### config.mk
export PLATFORM = sky130hd
export DESIGN_NAME = digdug_vram_arbiter
export DESIGN_NICKNAME = d
export VERILOG_FILES = /design/src/rtl/digdug_vid_pkg.sv /design/src/rtl/digdug_slot_gen.sv /design/src/rtl/digdug_vram_arbiter.sv
export SDC_FILE = /design/constraint.sdc
export NUM_CORES = 1
export LEC_CHECK = 0
export ABC_AREA = 1
export BUFFER_PORTS_ARGS = -buffer_cell sky130_fd_sc_hd__buf_2
export CORE_MARGIN = 2
export CORE_UTILIZATION = 41
export CTS_BUF_LIST = sky130_fd_sc_hd__clkbuf_8 sky130_fd_sc_hd__clkbuf_16
export DETAILED_ROUTE_END_ITERATION = 6
export MAX_ROUTING_LAYER = met4
export PLACE_DENSITY_LB_ADDON = 0.12
export SETUP_SLACK_MARGIN = 0.15
export SYNTH_ARGS = -nofsm -noshare
export SYNTH_HDL_FRONTEND = slang
export SYNTH_SLANG_ARGS = --single-unit
### constraint.sdc
create_clock -name CLK48M -period 1.5 [get_ports CLK48M]
set_input_delay 0.075 -clock CLK48M [delete_from_list [all_inputs] [get_ports CLK48M]]
set_output_delay 0.075 -clock CLK48M [all_outputs]
set_load 0.03 [all_outputs]
### src/rtl/digdug_vid_pkg.sv
// ---------------------------------------------------------------------------
// digdug_vid_pkg
// Shared definitions for the Dig Dug video-RAM arbiters (foreground scan VRAM
// and the sprite-attribute sibling).
//   VRAM_AW / VRAM_DW : default VRAM geometry (1K x 8)
//   SLOT_VID_ISSUE    : slot in which the video address is on the RAM port
//   SLOT_VID_CAP      : slot in which the video read data is on RAM_DO
//   vram_state_e      : arbiter FSM states
//   slot_is_cpu()     : true for slots the CPU may use
// ---------------------------------------------------------------------------
package digdug_vid_pkg;

    localparam int VRAM_AW = 10;
    localparam int VRAM_DW = 8;

    localparam logic [2:0] SLOT_VID_ISSUE = 3'd0;
    localparam logic [2:0] SLOT_VID_CAP   = 3'd1;

    typedef enum logic [2:0] {
        IDLE  = 3'd0,
        RD    = 3'd1,
        CAP   = 3'd2,
        WR    = 3'd3,
        CLEAR = 3'd4
    } vram_state_e;

    function automatic logic slot_is_cpu(input logic [2:0] slot);
        return (slot != SLOT_VID_ISSUE) && (slot != SLOT_VID_CAP);
    endfunction

endpackage

### src/rtl/digdug_slot_gen.sv
// ---------------------------------------------------------------------------
// digdug_slot_gen
// Free-running 3-bit slot counter (one VCLK period = 8 master cycles) plus the
// decodes the arbiters need to register RAM-port values into the next slot.
// Ports:
//   i_clk            master clock
//   i_rst            asynchronous active-high reset (slot restarts at 0)
//   o_slot           current slot number
//   o_next_vid_issue next slot is the video issue slot
//   o_cur_vid_cap    current slot is the video capture slot
//   o_next_cpu       next slot is CPU-eligible
// ---------------------------------------------------------------------------
module digdug_slot_gen
    import digdug_vid_pkg::*;
(
    input  logic       i_clk,
    input  logic       i_rst,
    output logic [2:0] o_slot,
    output logic       o_next_vid_issue,
    output logic       o_cur_vid_cap,
    output logic       o_next_cpu
);

    logic [2:0] r_slot;
    logic [2:0] w_next_slot;

    always_ff @(posedge i_clk or posedge i_rst) begin
        if (i_rst) begin
            r_slot <= 3'd0;
        end else begin
            r_slot <= w_next_slot;
        end
    end

    // Wraps 7 -> 0 naturally in 3 bits.
    assign w_next_slot      = r_slot + 3'd1;
    assign o_slot           = r_slot;
    assign o_next_vid_issue = (w_next_slot == SLOT_VID_ISSUE);
    assign o_cur_vid_cap    = (r_slot == SLOT_VID_CAP);
    assign o_next_cpu       = slot_is_cpu(w_next_slot);

endmodule

### src/rtl/digdug_vram_arbiter.sv
// ---------------------------------------------------------------------------
// digdug_vram_arbiter
// Time-slot arbiter for the 1K x 8 foreground scan VRAM. Owns the single
// synchronous-read RAM port: slot 0 carries the video scan address, slot 1
// returns its data, slots 2..7 serve the CPU.
//
// Optional feature (macro DIGDUG_VRAM_CLEAR_EN): after reset the FSM walks
// every address writing CLEAR_VAL, one write per CPU slot, stalling the CPU.
//
// Ports:
//   CLK48M, RESET       master clock, async active-high reset
//   VID_AD / VID_DT     video scan address in / registered scan data out
//   CPU_REQ/WE/AD/DI    CPU request, direction, address, write data
//   CPU_DO / CPU_ACK    CPU read data / one-cycle completion pulse
//   CPU_WAIT            combinational Z80 WAIT
//   RAM_AD/WE/DI/DO     registered RAM port, RAM_DO valid one cycle later
//   SLOT                current slot number
//   DBG_STATE           current FSM state (debug visibility)
//
// CPU handshake: CPU_REQ is a level held (with WE/AD/DI stable) until the
// cycle CPU_ACK is high. The request is accepted in a cycle whose next slot is
// CPU-eligible; ACK is never raised without a prior accept. A REQ still high
// in the cycle after ACK is a new transaction. CPU_WAIT = REQ & ~ACK & ~accept.
// ---------------------------------------------------------------------------
module digdug_vram_arbiter
    import digdug_vid_pkg::*;
#(
    parameter int            AW        = VRAM_AW,
    parameter int            DW        = VRAM_DW,
    parameter logic [DW-1:0] CLEAR_VAL = 8'h00
) (
    input  logic          CLK48M,
    input  logic          RESET,
    input  logic [AW-1:0] VID_AD,
    output logic [DW-1:0] VID_DT,
    input  logic          CPU_REQ,
    input  logic          CPU_WE,
    input  logic [AW-1:0] CPU_AD,
    input  logic [DW-1:0] CPU_DI,
    output logic [DW-1:0] CPU_DO,
    output logic          CPU_ACK,
    output logic          CPU_WAIT,
    output logic [AW-1:0] RAM_AD,
    output logic          RAM_WE,
    output logic [DW-1:0] RAM_DI,
    input  logic [DW-1:0] RAM_DO,
    output logic [2:0]    SLOT,
    output vram_state_e   DBG_STATE
);

`ifdef DIGDUG_VRAM_CLEAR_EN
    localparam vram_state_e RST_STATE = CLEAR;
`else
    localparam vram_state_e RST_STATE = IDLE;
`endif

    logic [2:0]    w_slot;
    logic          w_next_vid_issue;
    logic          w_cur_vid_cap;
    logic          w_next_cpu;

    vram_state_e   r_state;
    vram_state_e   w_state_nxt;

    logic [AW-1:0] r_ram_ad;
    logic          r_ram_we;
    logic [DW-1:0] r_ram_di;
    logic [DW-1:0] r_vid_dt;
    logic [DW-1:0] r_cpu_do;
    logic          r_cpu_ack;

    logic          w_accept;
    logic          w_clr_wr;
    logic          w_clr_last;
    logic [AW-1:0] w_clr_ad;

    digdug_slot_gen u_slot_gen (
        .i_clk            (CLK48M),
        .i_rst            (RESET),
        .o_slot           (w_slot),
        .o_next_vid_issue (w_next_vid_issue),
        .o_cur_vid_cap    (w_cur_vid_cap),
        .o_next_cpu       (w_next_cpu)
    );

    // The ACK cycle still carries the old request, so it must not be taken
    // as a new one.
    assign w_accept = (r_state == IDLE) && CPU_REQ && !r_cpu_ack && w_next_cpu;

`ifdef DIGDUG_VRAM_CLEAR_EN
    logic [AW-1:0] r_clr_ad;

    assign w_clr_wr   = (r_state == CLEAR) && w_next_cpu;
    assign w_clr_last = &r_clr_ad;
    assign w_clr_ad   = r_clr_ad;

    always_ff @(posedge CLK48M or posedge RESET) begin
        if (RESET) begin
            r_clr_ad <= '0;
        end else if (w_clr_wr) begin
            r_clr_ad <= r_clr_ad + {{(AW-1){1'b0}}, 1'b1};
        end
    end
`else
    assign w_clr_wr   = 1'b0;
    assign w_clr_last = 1'b0;
    assign w_clr_ad   = '0;
`endif

    // ---------------- FSM ----------------
    always_ff @(posedge CLK48M or posedge RESET) begin
        if (RESET) begin
            r_state <= RST_STATE;
        end else begin
            r_state <= w_state_nxt;
        end
    end

    always_comb begin
        w_state_nxt = r_state;
        case (r_state)
            IDLE:    if (w_accept) w_state_nxt = CPU_WE ? WR : RD;
            RD:      w_state_nxt = CAP;
            CAP:     w_state_nxt = IDLE;
            WR:      w_state_nxt = IDLE;
            CLEAR:   if (w_clr_wr && w_clr_last) w_state_nxt = IDLE;
            default: w_state_nxt = IDLE;
        endcase
    end

    // ---------------- RAM port ----------------
    // Values are registered into the slot they belong to, so every decision
    // here looks at the *next* slot. RAM_WE is a one-slot strobe.
    always_ff @(posedge CLK48M or posedge RESET) begin
        if (RESET) begin
            r_ram_ad <= '0;
            r_ram_we <= 1'b0;
            r_ram_di <= '0;
        end else if (w_next_vid_issue) begin
            r_ram_ad <= VID_AD;
            r_ram_we <= 1'b0;
        end else if (w_accept || w_clr_wr) begin
            r_ram_ad <= w_clr_wr ? w_clr_ad : CPU_AD;
            r_ram_we <= w_clr_wr | CPU_WE;
            r_ram_di <= w_clr_wr ? CLEAR_VAL : CPU_DI;
        end else begin
            r_ram_we <= 1'b0;
        end
    end

    // ---------------- read data / completion ----------------
    // A read issued in slot 7 captures in slot 0; the slot-0 video address
    // only reaches RAM_DO in slot 1, so the two never collide.
    always_ff @(posedge CLK48M or posedge RESET) begin
        if (RESET) begin
            r_vid_dt  <= '0;
            r_cpu_do  <= '0;
            r_cpu_ack <= 1'b0;
        end else begin
            if (w_cur_vid_cap) begin
                r_vid_dt <= RAM_DO;
            end
            if (r_state == CAP) begin
                r_cpu_do <= RAM_DO;
            end
            r_cpu_ack <= (r_state == WR) || (r_state == CAP);
        end
    end

    assign RAM_AD    = r_ram_ad;
    assign RAM_WE    = r_ram_we;
    assign RAM_DI    = r_ram_di;
    assign VID_DT    = r_vid_dt;
    assign CPU_DO    = r_cpu_do;
    assign CPU_ACK   = r_cpu_ack;
    assign CPU_WAIT  = CPU_REQ && !r_cpu_ack && !w_accept;
    assign SLOT      = w_slot;
    assign DBG_STATE = r_state;

endmodule

==> results.toml, run 1 <==
[drt]
vias = 1592
drtIter0Drc = 84
wl_per_cell_um = 11.15
ant_nets = 0
route.detailed.drc = 0
wirelength_um = 4002
first_pass_iters = 4
via_per_inst = 4.435

[power]
vdd_ir_drop_max_v = 0.0008604
finalPower_uw = 3880
p_leak_uw = 0.001496
p_per_area_mw_per_mm2 = 1471

[synth]
yosysUniqueCellTypes = 18
seq_area_frac_synth_pct = 57.99
syn_nets = 249
synth-warning-count = 0
synth_area_leaders = "dfrtp_1 (58%), nand2_1 (20%), o21ai_0 (4.5%)"
synth_top_cell_area_share_pct = 57.99
synthCells = 205
netlist_area_mm2 = 0.001769
synth_area_per_cell_um2 = 8.630
ys_ff_latch = 41
synth_top_cell_by_area = "dfrtp_1"

[global_route]
grt_first_pass_wirelength_um = 6824
grt_pass1_vias = 1576
grt_antenna_before_repair = 0
grt_overflow = 0
grt_max_degree = 31
grt_use_total_pct = 18.17

[hold_path]
hold_class = "in2reg"

[floorplanning]
core_mm2 = 0.004086
fp.dieW_um = 69.69
die-area_mm2 = 0.004857
io_pins = 83
rows = 23
die_h_um = 69.69
start_util_pct = 43.29

[clock_tree]
insertion_delay_ps = 290
clock_path_buffers = 2
cts_sinks = 41
clk_pin_slew_worst_paths_ps = 70
cts_tree = "done"
cts-root-buf = "clkbuf_8"
cts_buffers = 5
htreeDepth = 2

[placed_design]
place_hpwl_um = 2833
dp_slack_ps = -21.55
portBuffers = 81
gp_congestion = 0.7269

[timing]
setup_viol = 21
report.final.slew_viol_count = 0
min_period_ps = 1664
rsz0062_at_grt = "true"
finClkSkew_ps = 5.458
fin_crit_sh_pct = 110.9
hold_viol = 0
worst_slack_ps = -163.8
clock.fmax_ghz = 0.6010

[worst_setup_path]
cp.required_ps = 1420
worst_setup_path_start_kind = "flop"
end_kind = "output port"
cp_max_fo = 2
worstSetupPathType = "reg2out"
arrival_ps = 1590

[cells_and_area]
syn_to_final_growth_pct = 49.08
finish.utilization_pct = 64.54
drive_gt1_share_pct = 42.07
final_common_cell = "nand2_1"
diodes = 0
final_nets = 352
final_cell_mix = "nand2_1 (94), buf_2 (80), dfrtp_1 (39)"

[status]
outcome = "complete, but fails checks"
violations = "setup timing"

[job]
drv_cap = 0
[repair_timing]
action | in CTS | in global routing
hold buffers | 8 | 0
setup buffers | 2 | 1
endpoints found under the setup margin | 22 | 24
gates resized for setup | 5 | 4
pin swaps | 3 | 0
hold endpoints to repair | 36 | 0
gates cloned | 0 | 1
[final cells by class]
cell class              instances  area [µm²]
fillers                       351        1449
flip-flops and latches         41        1028
multi-input cells             134       689.4
repair buffers                105       674.4
clock buffers                   7       96.34
inverters                      21       81.33
well taps                      50       62.56
clock inverters                 1       5.005
[per-stage QoR]
stage,instances,setup TNS [ps],instance area (µm²),hold slack (ps)
finish,359,-2171,2638,2.768
global route,359,-3958,2638,22.65
CTS,357,-2775,2594,1.213
detailed placement,339,-94.24,2380,168.9
global placement,339,-80.26,2380,165.0
floorplan,205,-911.3,1853,191.6
[registers in the layout, indices dropped and copies added (netlist names)]
signal / cells
DBG_STATE: 2
RAM_WE: 1
VID_DT: 8
CPU_ACK: 1
RAM_DI: 8
u_slot_gen.o_slot: 3
CPU_DO: 8
RAM_AD: 10
[synthesized netlist by cell type]
library cell	count
nor2_4	1
nand3_1	10
dfrtp_1	41
nand2_1	94
o21ai_0	16
clkbuf_1	1
conb_1	1
nor2_1	2
ha_1	4
buf_4	1
a21oi_2	1
inv_2	2
inv_1	19
a21oi_1	1
buf_6	3
nand2_4	1
nand2_2	3
buf_2	4
[where the power goes]
| group | leakage (µW) | switching [µW] | internal, µW |
|---|---|---|---|
| registers | 0.000498 | 139 | 1360 |
| clock network | 0.0000542 | 358 | 415 |
| logic | 0.000944 | 1040 | 565 |
[metal layers]
| layer | share of wire [%] | global-route usage [%] | routed length (µm) |
|---|---|---|---|
| met1 | 43 | 19.79 | 1708 |
| met4 | 1.5 | 6.410 | 60 |
| met5 | 0 | - | 0 |
| met2 | 49 | 32.05 | 1971 |
| met3 | 6.5 | 4.797 | 262 |
[cells by family after synthesis]
kind of cell             share of synthesized area [%]
AO/OA/AOI/OAI                                    5.304
AND/OR/NAND/NOR                                  25.53
other                                           0.2120
flip-flops                                       57.99
buffers and inverters                            8.133
adder cells (fa/ha/maj)                          2.829
[path summary, 6_finish.rpt]
kind	cells after the start	start	slack (ps)	to
setup / recovery	8	u_slot_gen.o_slot[0]	-160	CPU_WAIT
hold / removal	3	CPU_DI[5]	3	RAM_DI[5]
setup reg to reg	9	u_slot_gen.o_slot[0]	-120	RAM_AD[2]
hold reg to reg	2	RAM_DI[7]	480	RAM_DI[7]
max in group asynchronous	5	RESET	600	VID_DT[5]
min in group asynchronous	4	RESET	410	VID_DT[6]
[critical path, stage by stage (launching register included)]
cell     delay (ps)
dfrtp_2         430
ha_4            170
ha_4            250
inv_2            40
a21oi_4         130
nand2_4          70
inv_4            50
nor2_2           30
buf_6           130
Power figures use the tool's default switching activity.
==> run 2, diff against run 1 <==
Settings changed: CORE_UTILIZATION 41 to 35, GPL_TIMING_DRIVEN set to 0.
==> run 2 against run 1 <==
  * The run still ends with setup timing left
  * Flip-flop and latch count did not move
  * Combinational power barely moved
  * Power fell by 0.97%
  * Clock power fell by 4.3%
  * Sequential power barely moved
  * Non-clock buffer count rose by 1
  * Count of clock-buffer cells in the layout fell by 1
  * Worst hold slack improved by 34 ps
  * Clock skew rose by 2.6 ps
  * Final area rose by 0.38%
  * First-iteration DRC count fell by 36%
  * Fmax fell by 1.5%
==> results.toml, run 2 (synthesis gave the netlist of run 1 again) <==
[status]
outcome = "complete, but fails checks"
violations = "setup timing"

[drt]
drtIter0Drc = 54
route.detailed.drc = 0
ant_nets = 0
vias = 1610
wirelength_um = 4386
first_pass_iters = 4
wl_per_cell_um = 11.63
via_per_inst = 4.271

[worst_setup_path]
r2r_cells = 10
cp.required_ps = 1420
worstSetupPathType = "reg2out"
arrival_ps = 1610
end_kind = "output port"
worst_setup_path_start_kind = "flop"
cp_max_fo = 2

[cells_and_area]
diodes = 0
largest_register_ffs = 10
syn_to_final_growth_pct = 49.65
fillers = 455
drive_gt1_share_pct = 42.90
final_nets = 353
final_cell_mix = "nand2_1 (93), buf_2 (83), dfrtp_1 (39)"
final_common_cell = "nand2_1"
finish.utilization_pct = 55.32
final_area_mm2 = 0.002648

[power]
internal_power_uw = 2276
p_per_area_mw_per_mm2 = 1451
pwr-share-clk_pct = 19.3
pwr-share-seq_pct = 38.8
swShare_pct = 40.76
comb_power_share_pct = 41.9
vdd_ir_drop_max_v = 0.001001
p_leak_uw = 0.001474
p_switching_uw = 1566

[timing]
slew_headroom_pct = 44.62
worst_pin_slew_ps = 829.5
finClkSkew_ps = 8.021
tns_ps = -2854
clock.fmax_ghz = 0.5919
report.final.slew_viol_count = 0
min_period_ps = 1690
rsz0062_at_grt = "true"
fin_crit_sh_pct = 112.6
worst_slack_ps = -189.5
hold_viol = 0
setup_viol = 22

[floorplanning]
io_pins = 83
fp.dieW_um = 75.10
core_mm2 = 0.004786
die_h_um = 75.10
start_util_pct = 36.97
rows = 25
die-area_mm2 = 0.005639

[clock_tree]
cts-root-buf = "clkbuf_8"
cts_buffers = 5
cts_sinks = 41
clock_path_buffers = 2
cts_tree = "done"
insertion_delay_ps = 290
clk_pin_slew_worst_paths_ps = 80
htreeDepth = 2

[placed_design]
placedInstanceArea_mm2 = 0.002342
place_hpwl_um = 3079
gp_congestion = 0.7299
portBuffers = 81
dp_slack_ps = -116.9

[global_route]
grt_pass1_vias = 1526
grt_use_total_pct = 16.26
grt_max_degree = 42
grt_overflow = 0
grt_first_pass_wirelength_um = 6624
grt_antenna_before_repair = 0

[hold_path]
whs_path_depth = 3
hold_class = "in2reg"

[job]
drv_cap = 0
-- run 2: cell types whose count changed in the layout (fill, tap and decap cells not counted), sizes merged --
cell | before | now
clkbuf | 8 | 7
clkinvlp | 0 | 1
clkinv | 1 | 0
dlygate4sd3 | 8 | 9
inv | 21 | 22
-- run 2: timing repair --
action,in CTS,in global routing
pin swaps,3,2
buffers inserted,4,3
endpoints found under the hold margin,20,0
gates resized for setup,9,12
hold buffers,9,0
setup endpoints to repair,22,30
-- run 2: power groups by stage --
stage	sequential (µW)	combinational, µW	clock (µW)
after floorplan	2010	538	0
after global placement	1510	1470	0
final	1490	1610	740
after CTS	1490	1570	763
after global routing	1520	1760	795
after detailed placement	1510	1490	0
-- run 2: stage by stage --
stage          total power, µW  hold slack, ps  cells
2_1_floorplan             2551           191.6    205
3_3_place_gp              2978           278.9    353
3_5_place_dp              3003           282.2    353
4_1_cts                   3826           22.36    374
5_1_grt                   4075           50.27    377
6_report                  3842           36.40    377
-- run 2: area by class of cell --
type | instances | area (µm²) | share of cell area, %
Sequential cell | 41 | 1028 | 38.85
Multi-Input combinational cell | 134 | 714.4 | 26.98
Timing Repair Buffer | 97 | 565.5 | 21.36
Inverter | 21 | 86.33 | 3.261
Tap cell | 67 | 83.83 | 3.166
Clock buffer | 6 | 82.58 | 3.119
Buffer | 9 | 75.07 | 2.836
Clock inverter | 2 | 11.26 | 0.4253
-- run 2: worst max-delay path, cell delays in order (launching register included) --
cell and delay [ps]:
dfrtp_2 430, ha_4 170, ha_4 260, inv_2 40, a21oi_4 130, nand2_4 90, inv_8 50, nor2_2 30
buf_6 130
-- run 2: per-layer routing --
layer	share of wire (%)	global-route usage, %	wire (µm)	vias up
met2	50	27.39	2195	55
met3	6.5	4.418	285	6
li1	-	-	-	829
met5	0	-	0	-
met1	42	18.99	1860	720
met4	1.0	4.762	44	0
-- run 2: final timing paths --
check                      slack (ps)              endpoint                 start
max                              -190              CPU_WAIT  u_slot_gen.o_slot[0]
min                                40                RAM_WE                CPU_WE
max reg2reg                      -160          DBG_STATE[0]  u_slot_gen.o_slot[0]
min reg2reg                       470             RAM_DI[5]             RAM_DI[5]
max in group asynchronous         420  u_slot_gen.o_slot[0]                 RESET
min in group asynchronous         500             VID_DT[2]                 RESET
